<file path="src/rtl/axi_slave_port_arbiter.sv">
// AXI4 slave port: round-robin AW/AR arbitration, per-beat register backend.
// Build option: define SLVERR_EN for size/range/wlast checks with SLVERR.
//
// Ports (names fixed by the PS-side wrapper):
//   CLK, RST_N            clock, synchronous active-low reset
//   axi_slave_aw*/w*/b*   AXI4 write address, data and response channels
//   axi_slave_ar*/r*      AXI4 read address and data channels
//   reg_req_*             one-at-a-time backend request (ready handshake)
//   reg_rsp_*             backend read data, single-cycle valid pulse
module axi_slave_port_arbiter #(
  parameter int ADDR_W = 32,
  parameter int DATA_W = 32,
  parameter int ID_W   = 12,
  parameter int REG_AW = 10
) (
  input  logic              CLK,
  input  logic              RST_N,
  input  logic              axi_slave_awvalid,
  output logic              axi_slave_awready,
  input  logic [ADDR_W-1:0] axi_slave_awaddr,
  input  logic [7:0]        axi_slave_awlen,
  input  logic [2:0]        axi_slave_awsize,
  input  logic [1:0]        axi_slave_awburst,
  input  logic [ID_W-1:0]   axi_slave_awid,
  input  logic              axi_slave_wvalid,
  output logic              axi_slave_wready,
  input  logic [DATA_W-1:0] axi_slave_wdata,
  input  logic [3:0]        axi_slave_wstrb,
  input  logic              axi_slave_wlast,
  output logic              axi_slave_bvalid,
  input  logic              axi_slave_bready,
  output logic [ID_W-1:0]   axi_slave_bid,
  output logic [1:0]        axi_slave_bresp,
  input  logic              axi_slave_arvalid,
  output logic              axi_slave_arready,
  input  logic [ADDR_W-1:0] axi_slave_araddr,
  input  logic [7:0]        axi_slave_arlen,
  input  logic [2:0]        axi_slave_arsize,
  input  logic [1:0]        axi_slave_arburst,
  input  logic [ID_W-1:0]   axi_slave_arid,
  output logic              axi_slave_rvalid,
  input  logic              axi_slave_rready,
  output logic [DATA_W-1:0] axi_slave_rdata,
  output logic [ID_W-1:0]   axi_slave_rid,
  output logic [1:0]        axi_slave_rresp,
  output logic              axi_slave_rlast,
  output logic              reg_req_valid,
  input  logic              reg_req_ready,
  output logic              reg_req_write,
  output logic [REG_AW-1:0] reg_req_addr,
  output logic [DATA_W-1:0] reg_req_wdata,
  output logic [3:0]        reg_req_wstrb,
  input  logic              reg_rsp_valid,
  input  logic [DATA_W-1:0] reg_rsp_rdata
);

`ifdef SLVERR_EN
  localparam bit ErrEn = 1'b1;
`else
  localparam bit ErrEn = 1'b0;
`endif

  typedef enum logic [2:0] {
    IDLE, W_DATA, W_REQ, W_RESP, R_REQ, R_WAIT, R_DATA
  } state_e;

  state_e            st_q, st_d;
  logic              lg_rd_q, lg_rd_d;
  logic [ID_W-1:0]   id_q, id_d;
  logic [REG_AW-1:0] addr_q, addr_d;
  logic [7:0]        len_q, len_d;
  logic [7:0]        beat_q, beat_d;
  logic              fixed_q, fixed_d;
  logic [DATA_W-1:0] wdata_q, wdata_d;
  logic [3:0]        wstrb_q, wstrb_d;
  logic [DATA_W-1:0] rdata_q, rdata_d;
  logic              err_q, err_d;
  logic              berr_q, berr_d;

  logic              grant_w;
  logic              last_beat;
  logic              aw_err;
  logic              ar_err;
  logic [REG_AW-1:0] addr_nx;

  // Ties go to whichever side did not win last time.
  assign grant_w = axi_slave_awvalid &
                   (!axi_slave_arvalid | lg_rd_q);

  assign last_beat = (beat_q == len_q);
  assign addr_nx   = fixed_q ? addr_q : addr_q + REG_AW'(1);

  assign aw_err = ErrEn &
    ((axi_slave_awsize != 3'd2) |
     (axi_slave_awaddr[ADDR_W-1:REG_AW+2] != '0));
  assign ar_err = ErrEn &
    ((axi_slave_arsize != 3'd2) |
     (axi_slave_araddr[ADDR_W-1:REG_AW+2] != '0));

  assign axi_slave_bid  = id_q;
  assign axi_slave_rid  = id_q;
  assign axi_slave_rdata = rdata_q;
  assign reg_req_addr  = addr_q;
  assign reg_req_wdata = wdata_q;
  assign reg_req_wstrb = wstrb_q;

  always_comb begin
    st_d    = st_q;
    lg_rd_d = lg_rd_q;
    id_d    = id_q;
    addr_d  = addr_q;
    len_d   = len_q;
    beat_d  = beat_q;
    fixed_d = fixed_q;
    wdata_d = wdata_q;
    wstrb_d = wstrb_q;
    rdata_d = rdata_q;
    err_d   = err_q;
    berr_d  = berr_q;
    axi_slave_awready = 1'b0;
    axi_slave_arready = 1'b0;
    axi_slave_wready  = 1'b0;
    axi_slave_bvalid  = 1'b0;
    axi_slave_bresp   = 2'b00;
    axi_slave_rvalid  = 1'b0;
    axi_slave_rresp   = 2'b00;
    axi_slave_rlast   = 1'b0;
    reg_req_valid     = 1'b0;
    reg_req_write     = 1'b0;
    unique case (st_q)
      IDLE: begin
        axi_slave_awready = grant_w;
        axi_slave_arready = axi_slave_arvalid & !grant_w;
        if (grant_w) begin
          id_d    = axi_slave_awid;
          addr_d  = axi_slave_awaddr[REG_AW+1:2];
          len_d   = axi_slave_awlen;
          fixed_d = (axi_slave_awburst == 2'b00);
          beat_d  = '0;
          lg_rd_d = 1'b0;
          err_d   = aw_err;
          berr_d  = aw_err;
          st_d    = W_DATA;
        end else if (axi_slave_arvalid) begin
          id_d    = axi_slave_arid;
          addr_d  = axi_slave_araddr[REG_AW+1:2];
          len_d   = axi_slave_arlen;
          fixed_d = (axi_slave_arburst == 2'b00);
          beat_d  = '0;
          lg_rd_d = 1'b1;
          err_d   = ar_err;
          berr_d  = 1'b0;
          rdata_d = '0;
          // Errored reads never touch the backend.
          st_d    = ar_err ? R_DATA : R_REQ;
        end
      end
      W_DATA: begin
        axi_slave_wready = 1'b1;
        if (axi_slave_wvalid) begin
          wdata_d = axi_slave_wdata;
          wstrb_d = axi_slave_wstrb;
          if (ErrEn &
              (err_q | (axi_slave_wlast != last_beat))) begin
            // Errored beat: consumed here, no backend write.
            berr_d = 1'b1;
            if (last_beat) begin
              st_d = W_RESP;
            end else begin
              beat_d = beat_q + 8'd1;
              addr_d = addr_nx;
            end
          end else begin
            st_d = W_REQ;
          end
        end
      end
      W_REQ: begin
        reg_req_valid = 1'b1;
        reg_req_write = 1'b1;
        if (reg_req_ready) begin
          if (last_beat) begin
            st_d = W_RESP;
          end else begin
            beat_d = beat_q + 8'd1;
            addr_d = addr_nx;
            st_d   = W_DATA;
          end
        end
      end
      W_RESP: begin
        axi_slave_bvalid = 1'b1;
        axi_slave_bresp  = berr_q ? 2'b10 : 2'b00;
        if (axi_slave_bready) st_d = IDLE;
      end
      R_REQ: begin
        reg_req_valid = 1'b1;
        if (reg_req_ready) st_d = R_WAIT;
      end
      R_WAIT: begin
        if (reg_rsp_valid) begin
          rdata_d = reg_rsp_rdata;
          st_d    = R_DATA;
        end
      end
      R_DATA: begin
        axi_slave_rvalid = 1'b1;
        axi_slave_rlast  = last_beat;
        axi_slave_rresp  = err_q ? 2'b10 : 2'b00;
        if (axi_slave_rready) begin
          if (last_beat) begin
            st_d = IDLE;
          end else begin
            beat_d = beat_q + 8'd1;
            addr_d = addr_nx;
            if (err_q) begin
              rdata_d = '0;
              st_d    = R_DATA;
            end else begin
              st_d = R_REQ;
            end
          end
        end
      end
      default: st_d = IDLE;
    endcase
  end

  always_ff @(posedge CLK) begin
    if (!RST_N) begin
      st_q    <= IDLE;
      lg_rd_q <= 1'b1;
      id_q    <= '0;
      addr_q  <= '0;
      len_q   <= '0;
      beat_q  <= '0;
      fixed_q <= 1'b0;
      wdata_q <= '0;
      wstrb_q <= '0;
      rdata_q <= '0;
      err_q   <= 1'b0;
      berr_q  <= 1'b0;
    end else begin
      st_q    <= st_d;
      lg_rd_q <= lg_rd_d;
      id_q    <= id_d;
      addr_q  <= addr_d;
      len_q   <= len_d;
      beat_q  <= beat_d;
      fixed_q <= fixed_d;
      wdata_q <= wdata_d;
      wstrb_q <= wstrb_d;
      rdata_q <= rdata_d;
      err_q   <= err_d;
      berr_q  <= berr_d;
    end
  end

endmodule

</file>
<file path="config.mk">
export PLATFORM = sky130hd
export DESIGN_NAME = axi_slave_port_arbiter
export DESIGN_NICKNAME = d
export VERILOG_FILES = /design/src/rtl/axi_slave_port_arbiter.sv
export SDC_FILE = /design/constraint.sdc
export NUM_CORES = 1
export LEC_CHECK = 0
export ABC_AREA = 0
export BUFFER_PORTS_ARGS = -buffer_cell sky130_fd_sc_hd__buf_2
export CAP_MARGIN = 20
export CORE_AREA = 5 5 148 150
export CTS_BUF_LIST = sky130_fd_sc_hd__clkbuf_16
export DETAILED_ROUTE_END_ITERATION = 6
export DIE_AREA = 0 0 153 155
export RECOVER_POWER = 100
export SYNTH_ARGS = -nofsm -noshare
export SYNTH_HDL_FRONTEND = slang
export SYNTH_SLANG_ARGS = --single-unit
</file>
<file path="constraint.sdc">
create_clock -name CLK -period 1.84 [get_ports CLK]
set_clock_uncertainty 0.15 [all_clocks]
set_input_delay 0 -clock CLK [delete_from_list [all_inputs] [get_ports CLK]]
set_output_delay 0 -clock CLK [all_outputs]
set_load 0.05 [all_outputs]
</file>
==> results by group, run 1 <==
Power and ir drop
  • Peak supply drop: 0.823 mV
  • Leak: 0.00374 uW
  • Final total power: 11,400 uW
  • PD cells: 1210 nW/um2

Synth
  • Ys async rst share: 0%
  • Unique cell type count in the Yosys netlist: 60
  • Post-synth top flop: dfxtp_1
  • Cells after Synth: 615
  • Sequential area share after synthesis: 44.3%
  • Synth top area share: 44.3%
  • EDFF count, synth: 0
  • Synth Warn #: 0
  • Seq cells post-synth: 111
  • Syn avg cell area: 8.16 um2
  • Largest cells by area after synthesis: dfxtp_1, nand2_1, nor2_1
  • Cell Area, Synth: 5020 um2
  • Area leader, netlist: dfxtp_1

Layout
  • Multi-input gate area: 3180 um2
  • Ant. Diodes: 0
  • Area growth syn-to-layout: 88.5%
  • # fillers: 1,958
  • Seq. cell area: 2250 um2
  • Most frequent cells in the layout: buf_2, dlygate4sd3_1, clkbuf_1
  • Commonest non-fill, non-tap cell in the layout: buf_2
  • Layout net count: 1,215
  • Layout cell share with drive strength beyond 1: 38.7%

Global route
  • Grt total ovfl: 0
  • Number of global-route vias before repair: 6,061
  • First-pass GRT wire length: 31.1 mm
  • Initial antenna violation count: 1
  • Pin count of the biggest net entering global routing: 55
  • Total GRT Usage: 15.9%

Setup path
  • Worst path top cell family by delay: simple AND/OR/NAND/NOR gates
  • Critical path fanouts, max: 2
  • Crit-path max cell delay: 370 ps
  • Worst setup EP type: flip-flop
  • Kind of critical path: reg2reg
  • R2R depth: 7
  • Slowest CP cell: or3_1
  • Worst path cell trace: xnor2_1, nand4_1, clkbuf_4, or3_1, buf_4, o211ai_1, o211a_1
  • Worst Path Required: 2000 ps
  • Reg2reg setup slack: -140 ps
  • Worst Path Arrival: 2130 ps
  • Critical R2R Launch: beat_q[1]$_SDFFE_PN0P_
  • Critical path launch point type: flip-flop
  • R2r endpoint: st_q[1]$_SDFFE_PN0P_
  • Bufs and invs on worst path: 2

Place
  • Post-DP HPWL: 12.5 mm
  • PortBufs: 250
  • Routability cong.: 0.812

Clock tree
  • Clock sink count: 111
  • CTS tree: built
  • Clock buffer depth: 2
  • CTS clock-pin slew for the worst setup and hold paths: 80 ps
  • Num CTS Buffers: 9
  • H-tree level count: 3
  • Skew-Pair Late Insertion Delay: 360 ps
  • CTS Root Cell: clkbuf_16

Detailed routing
  • Vias post-DR: 6,262
  • DRT iter0 DRCs: 310
  • Final WL: 22.0 mm
  • Post-route ant nets: 0
  • Residual DRC: 0
  • WL/cell: 16.9 um
  • Pre-Repair DR Iteration Count: 6
  • DR vias/cell: 4.81

Min path
  • Min-delay src: axi_slave_awaddr[2]
  • Hold EP: reg_req_addr[0]$_SDFFE_PN0P_
  • Hold path depth: 4
  • Hold Path Class: in2reg

Floorplanning
  • Initial Util: 24.4%
  • Site row count: 53
  • Die W: 153 um
  • Full die area: 23,700 um2
  • I/O pins: 306
  • Core Area: 20,600 um2
  • Height of the chip: 155 um

STA
  • Actual slew at the worst max-slew pin: 668 ps
  • RSZ-0062 raised after global routing: true
  • Period utilization: 107%
  • Relative slew slack: 55.6%
  • Setup ws final: -135 ps
  • Post-Route Setup TNS: -1700 ps
  • Hold_ws: 11.5 ps
  • Final hold vios: 0
  • Maximum clock frequency: 506 MHz
  • Final count of negative-setup-slack endpoints: 54
  • Slew Limit Fails: 0
  • Tmin final: 1980 ps

Run
  • Max Cap Violations: 0

Status
  • Status: finished with violations
  • Failing checks: negative setup slack
[synthesized netlist by cell type, drive strengths merged (2+ instances only)]
| cell type | number |
|---|---|
| nand2 | 115 |
| dfxtp | 111 |
| nor2 | 72 |
| a21oi | 44 |
| clkbuf | 37 |
| a22oi | 34 |
| buf | 29 |
| nand3 | 28 |
| a311oi | 20 |
| nor3 | 13 |
| xnor2 | 9 |
| and3 | 7 |
| mux2i | 7 |
| nand4 | 7 |
| o21ai | 6 |
| o31ai | 6 |
| o211ai | 5 |
| o311ai | 5 |
| or3 | 5 |
| mux2 | 4 |
| nand2b | 4 |
| and2 | 3 |
| inv | 3 |
| or4 | 3 |
| a211o | 2 |
| a211oi | 2 |
| a31oi | 2 |
| and4 | 2 |
| ha | 2 |
| nand4b | 2 |
| nor2b | 2 |
| o211a | 2 |
| o21a | 2 |
[worst register-to-register path: cells and delay by family (launching register included)]
kind | cells | cell delay, ps
flip-flops | 1 | 340
XOR/XNOR | 1 | 150
AND/OR/NAND/NOR | 2 | 570
AO/OA/AOI/OAI | 2 | 330
buffers and inverters | 2 | 380
[sequential cells by signal, summed over array words and instances (netlist names)]
name             flops
reg_req_wdata       32
reg_req_addr        10
lg_rd_q              1
len_q                8
st_q                 3
reg_req_wstrb        4
beat_q               8
axi_slave_rdata     32
fixed_q              1
axi_slave_bid       12
[report_power, final]
group / internal [uW] / switching, uW
clock: 964 / 1040
sequential: 2880 / 504
combinational: 2180 / 3850
[logic make-up after synthesis]
group	share of synthesized area [%]
compound gates	20.4
buf+inv	7.05
other cells	0.0747
simple gates	23.7
flops	44.3
mux	2.29
xor+xnor	1.74
fa+ha+maj	0.498
[how the worst max path moves through the flow]
stage	from	end	slack (ps)	depth (start not counted)
finish	beat_q[1]$_SDFFE_PN0P_	st_q[1]$_SDFFE_PN0P_	-140	7
floorplan	reg_req_addr[2]$_SDFFE_PN0P_	reg_req_addr[9]$_SDFFE_PN0P_	20	5
CTS	len_q[3]$_SDFFE_PN0P_	axi_slave_rlast	-120	6
detailed placement	st_q[1]$_SDFFE_PN0P_	st_q[2]$_SDFFE_PN0P_	-90	8
global route	len_q[6]$_SDFFE_PN0P_	axi_slave_rlast	-210	6
global placement	st_q[0]$_SDFFE_PN0P_	st_q[1]$_SDFFE_PN0P_	-70	5
[layer usage]
| layer | track usage [%] | vias to the layer above | share of wire (%) |
|---|---|---|---|
| li1 | - | 2978 | - |
| met4 | 7.25 | 2 | 3.6 |
| met2 | 27.8 | 242 | 51 |
| met1 | 18.9 | 2980 | 41 |
| met3 | 3.28 | 60 | 4.6 |
| met5 | 0 | - | 0.059 |
[metrics by stage]
| step | util (%) | worst slack, ps | instances | area (um2) |
|---|---|---|---|---|
| final | 46.0 | -135 | 1301 | 9460 |
| after global routing | 46.0 | -207 | 1301 | 9460 |
| after CTS | 41.8 | -116 | 1280 | 8590 |
| after detailed placement | 33.0 | -88.2 | 1129 | 6790 |
| after global placement | 33.0 | -71.8 | 1129 | 6790 |
| after floorplan | - | 19.4 | 618 | 5050 |
[repair_timing]
| action | in CTS | in global routing |
|---|---|---|
| resized for setup | 41 | 168 |
| hold endpoints to repair | 106 | 1 |
| hold buffers | 129 | 1 |
| setup endpoints to repair | 108 | 110 |
| gates cloned | 2 | 12 |
| buffers inserted | 5 | 8 |
| pin swaps | 9 | 91 |
[layout make-up]
class                   instances  share of cell area, %
repair buffers                458                   35.7
flip-flops and latches        111                   23.8
well taps                     275                   3.64
clock buffers                   9                   2.38
inverters                       3                  0.132
multi-input cells             438                   33.6
clock inverters                 7                  0.740
(Power assumes the default switching activity.)
==> inputs of run 2 (changes only) <==
--- a/config.mk
+++ b/config.mk
@@ -8,10 +8,13 @@
 export ABC_AREA = 0
 export BUFFER_PORTS_ARGS = -buffer_cell sky130_fd_sc_hd__buf_2
 export CAP_MARGIN = 20
-export CORE_AREA = 5 5 148 150
+export CELL_PAD_IN_SITES_DETAIL_PLACEMENT = 1
+export CELL_PAD_IN_SITES_GLOBAL_PLACEMENT = 1
+export CORE_AREA = 3 3 146 148
 export CTS_BUF_LIST = sky130_fd_sc_hd__clkbuf_16
 export DETAILED_ROUTE_END_ITERATION = 6
-export DIE_AREA = 0 0 153 155
+export DIE_AREA = 0 0 149 151
+export PLACE_DENSITY_LB_ADDON = 0.1
 export RECOVER_POWER = 100
 export SYNTH_ARGS = -nofsm -noshare
 export SYNTH_HDL_FRONTEND = slang
==> run 2 against run 1 <==
Net effect: the flow still finishes with violations (negative setup slack); setup slack better by 48 ps; global-route usage is 2.4 points higher; routed wire length is 1.4% higher; fmax is 2.5% higher; critical endpoint unchanged.
==> results by group, run 2 (synthesis gave the netlist of run 1 again) <==
Detailed routing
  • Residual DRC: 0
  • Pre-Repair DR Iteration Count: 4
  • Final WL: 22.3 mm
  • Met2 WL: 11.3 mm
  • Vias post-DR: 6,082
  • Post-Route M1 WL: 9.28 mm
  • DRT iter0 DRCs: 128
  • DR vias/cell: 4.74
  • Post-route ant nets: 0
  • WL met3: 1.22 mm
  • WL/cell: 17.4 um
  • Highest metal used: met4

Floorplanning
  • Die W: 149 um
  • Core Area: 20,200 um2
  • Full die area: 22,500 um2
  • I/O pins: 306
  • Site row count: 52
  • Height of the chip: 151 um
  • Initial Util: 24.9%

Layout
  • Layout net count: 1,203
  • Layout cell share with drive strength beyond 1: 30.0%
  • Commonest non-fill, non-tap cell in the layout: buf_2
  • Most frequent cells in the layout: buf_2, dlygate4sd3_1, nand2_1
  • Seq. cell area: 2260 um2
  • Final Non-Filler Cells: 1,284
  • Multi-input gate area: 2690 um2
  • Area growth syn-to-layout: 74.7%
  • Ant. Diodes: 0
  • # fillers: 2,428

Setup path
  • Bufs and invs on worst path: 2
  • Critical path launch point type: flip-flop
  • Worst setup EP type: flip-flop
  • Critical path fanouts, max: 2
  • Worst Path Required: 1980 ps
  • Critical R2R Launch: beat_q[2]$_SDFFE_PN0P_
  • R2R depth: 7
  • Crit-path max cell delay: 370 ps
  • Kind of critical path: reg2reg
  • Worst path top cell family by delay: simple AND/OR/NAND/NOR gates
  • Reg2reg setup slack: -90 ps
  • Worst path cell trace: xnor2_1, nand4_1, buf_4, or3_4, buf_6, o211ai_1, o211a_1
  • Worst Path Arrival: 2070 ps
  • Slowest CP cell: or3_4
  • R2r endpoint: st_q[1]$_SDFFE_PN0P_

Power and ir drop
  • Seq pwr share: 29.5%
  • Net Sw Frac: 46.1%
  • PD cells: 1280 nW/um2
  • Power share of the clock group: 18.3%
  • Internal cell power: 6060 uW
  • Comb power frac: 52.2%
  • Final total power: 11,200 uW
  • Leak: 0.00354 uW
  • Peak supply drop: 0.712 mV
  • Switching Power: 5180 uW

Clock tree
  • H-tree level count: 3
  • CTS tree: built
  • Clock buffer depth: 2
  • Num CTS Buffers: 9
  • Skew-Pair Late Insertion Delay: 350 ps
  • Clock sink count: 111
  • CTS clock-pin slew for the worst setup and hold paths: 80 ps
  • CTS Root Cell: clkbuf_16

Status
  • Failing checks: negative setup slack
  • Status: finished with violations

Global route
  • Pin count of the biggest net entering global routing: 48
  • Number of global-route vias before repair: 6,563
  • Total GRT Usage: 18.3%
  • Grt total ovfl: 0
  • First-pass GRT wire length: 33.3 mm
  • Initial antenna violation count: 0

STA
  • Period utilization: 105%
  • Final count of negative-setup-slack endpoints: 8
  • Maximum clock frequency: 519 MHz
  • Slew Limit Fails: 0
  • Relative slew slack: 56.0%
  • Actual slew at the worst max-slew pin: 662 ps
  • Final hold vios: 0
  • Setup ws final: -87.3 ps
  • RSZ-0062 raised after global routing: true
  • Tmin final: 1930 ps

Min path
  • Hold path depth: 4
  • Min-delay src: axi_slave_awaddr[10]
  • Hold Path Class: in2reg
  • Hold EP: reg_req_addr[8]$_SDFFE_PN0P_

Place
  • Dpl cells: 1,120
  • PortBufs: 250
  • Routability cong.: 0.765
  • Post-DP HPWL: 14.4 mm

Run
  • Max Cap Violations: 0
-- run 2: cell types whose count changed in the layout (fill, tap and decap cells not counted), moves of 4 or more --
cell	previous run	this run
nand2_4	31	0
a21oi_2	35	1
o31ai_1	2	6
nand2_1	73	112
a22oi_2	21	10
a21oi_1	9	43
a22oi_1	13	24
nand2_2	10	3
-- run 2: worst reg2reg max path: cells and delay by family (launching register included) --
kind                   cells  cell delay, ps
AO/OA/AOI/OAI              2             330
flip-flops                 1             330
AND/OR/NAND/NOR            2             570
XOR/XNOR                   1             150
buffers and inverters      2             330
-- run 2: per-stage QoR --
stage / worst slack [ps] / TNS (ps) / util [%] / hold slack [ps] / area (um2)
after global placement: -44.7 / -181 / 33.6 / 91.4 / 6770
after detailed placement: -124 / -554 / 33.6 / 102 / 6770
after CTS: -81.4 / -361 / 42.1 / 8.76 / 8490
final: -87.3 / -308 / 43.5 / 18.4 / 8770
after global routing: -170 / -1920 / 43.5 / 44.3 / 8770
after floorplan: 19.4 / 0 / - / -14.0 / 5050
-- run 2: worst max-delay path by stage --
stage	from	end	slack, ps	cells past startpoint
final	beat_q[2]$_SDFFE_PN0P_	st_q[1]$_SDFFE_PN0P_	-90	7
after global routing	st_q[0]$_SDFFE_PN0P_	reg_req_addr[9]$_SDFFE_PN0P_	-170	6
after CTS	len_q[6]$_SDFFE_PN0P_	st_q[1]$_SDFFE_PN0P_	-80	7
after detailed placement	st_q[0]$_SDFFE_PN0P_	reg_req_addr[6]$_SDFFE_PN0P_	-120	5
after global placement	st_q[0]$_SDFFE_PN0P_	reg_req_addr[2]$_SDFFE_PN0P_	-40	5
after floorplan	reg_req_addr[2]$_SDFFE_PN0P_	reg_req_addr[9]$_SDFFE_PN0P_	20	5
-- run 2: timing repair --
| action | 4_1_cts | 5_1_grt |
|---|---|---|
| gates cloned | 0 | 7 |
| endpoints found under the hold margin | 102 | 0 |
| pin swaps | 9 | 22 |
| endpoints found under the setup margin | 27 | 112 |
| resized for setup | 31 | 55 |
| hold buffers | 130 | 0 |
| setup buffers | 5 | 7 |
-- run 2: layer usage --
metal,vias to the layer above,track usage [%]
met1,2915,21.4
met4,0,6.36
li1,2946,-
met3,37,4.22
met2,184,32.9
met5,-,0
-- run 2: power groups by stage --
stage | clock network, uW | logic [uW] | registers, uW
after floorplan | 0 | 2480 | 4330
after global placement | 0 | 4940 | 3290
after detailed placement | 0 | 5020 | 3310
after CTS | 2130 | 5420 | 3270
after global routing | 2230 | 6270 | 3390
final | 2060 | 5870 | 3310
-- run 2: layout make-up --
type                            instances  share of cell area, %
Clock buffer                            9                   2.57
Clock inverter                          7                  0.913
Inverter                                3                  0.143
Multi-Input combinational cell        438                   30.7
Sequential cell                       111                   25.7
Tap cell                              270                   3.85
Timing Repair Buffer                  446                   36.1
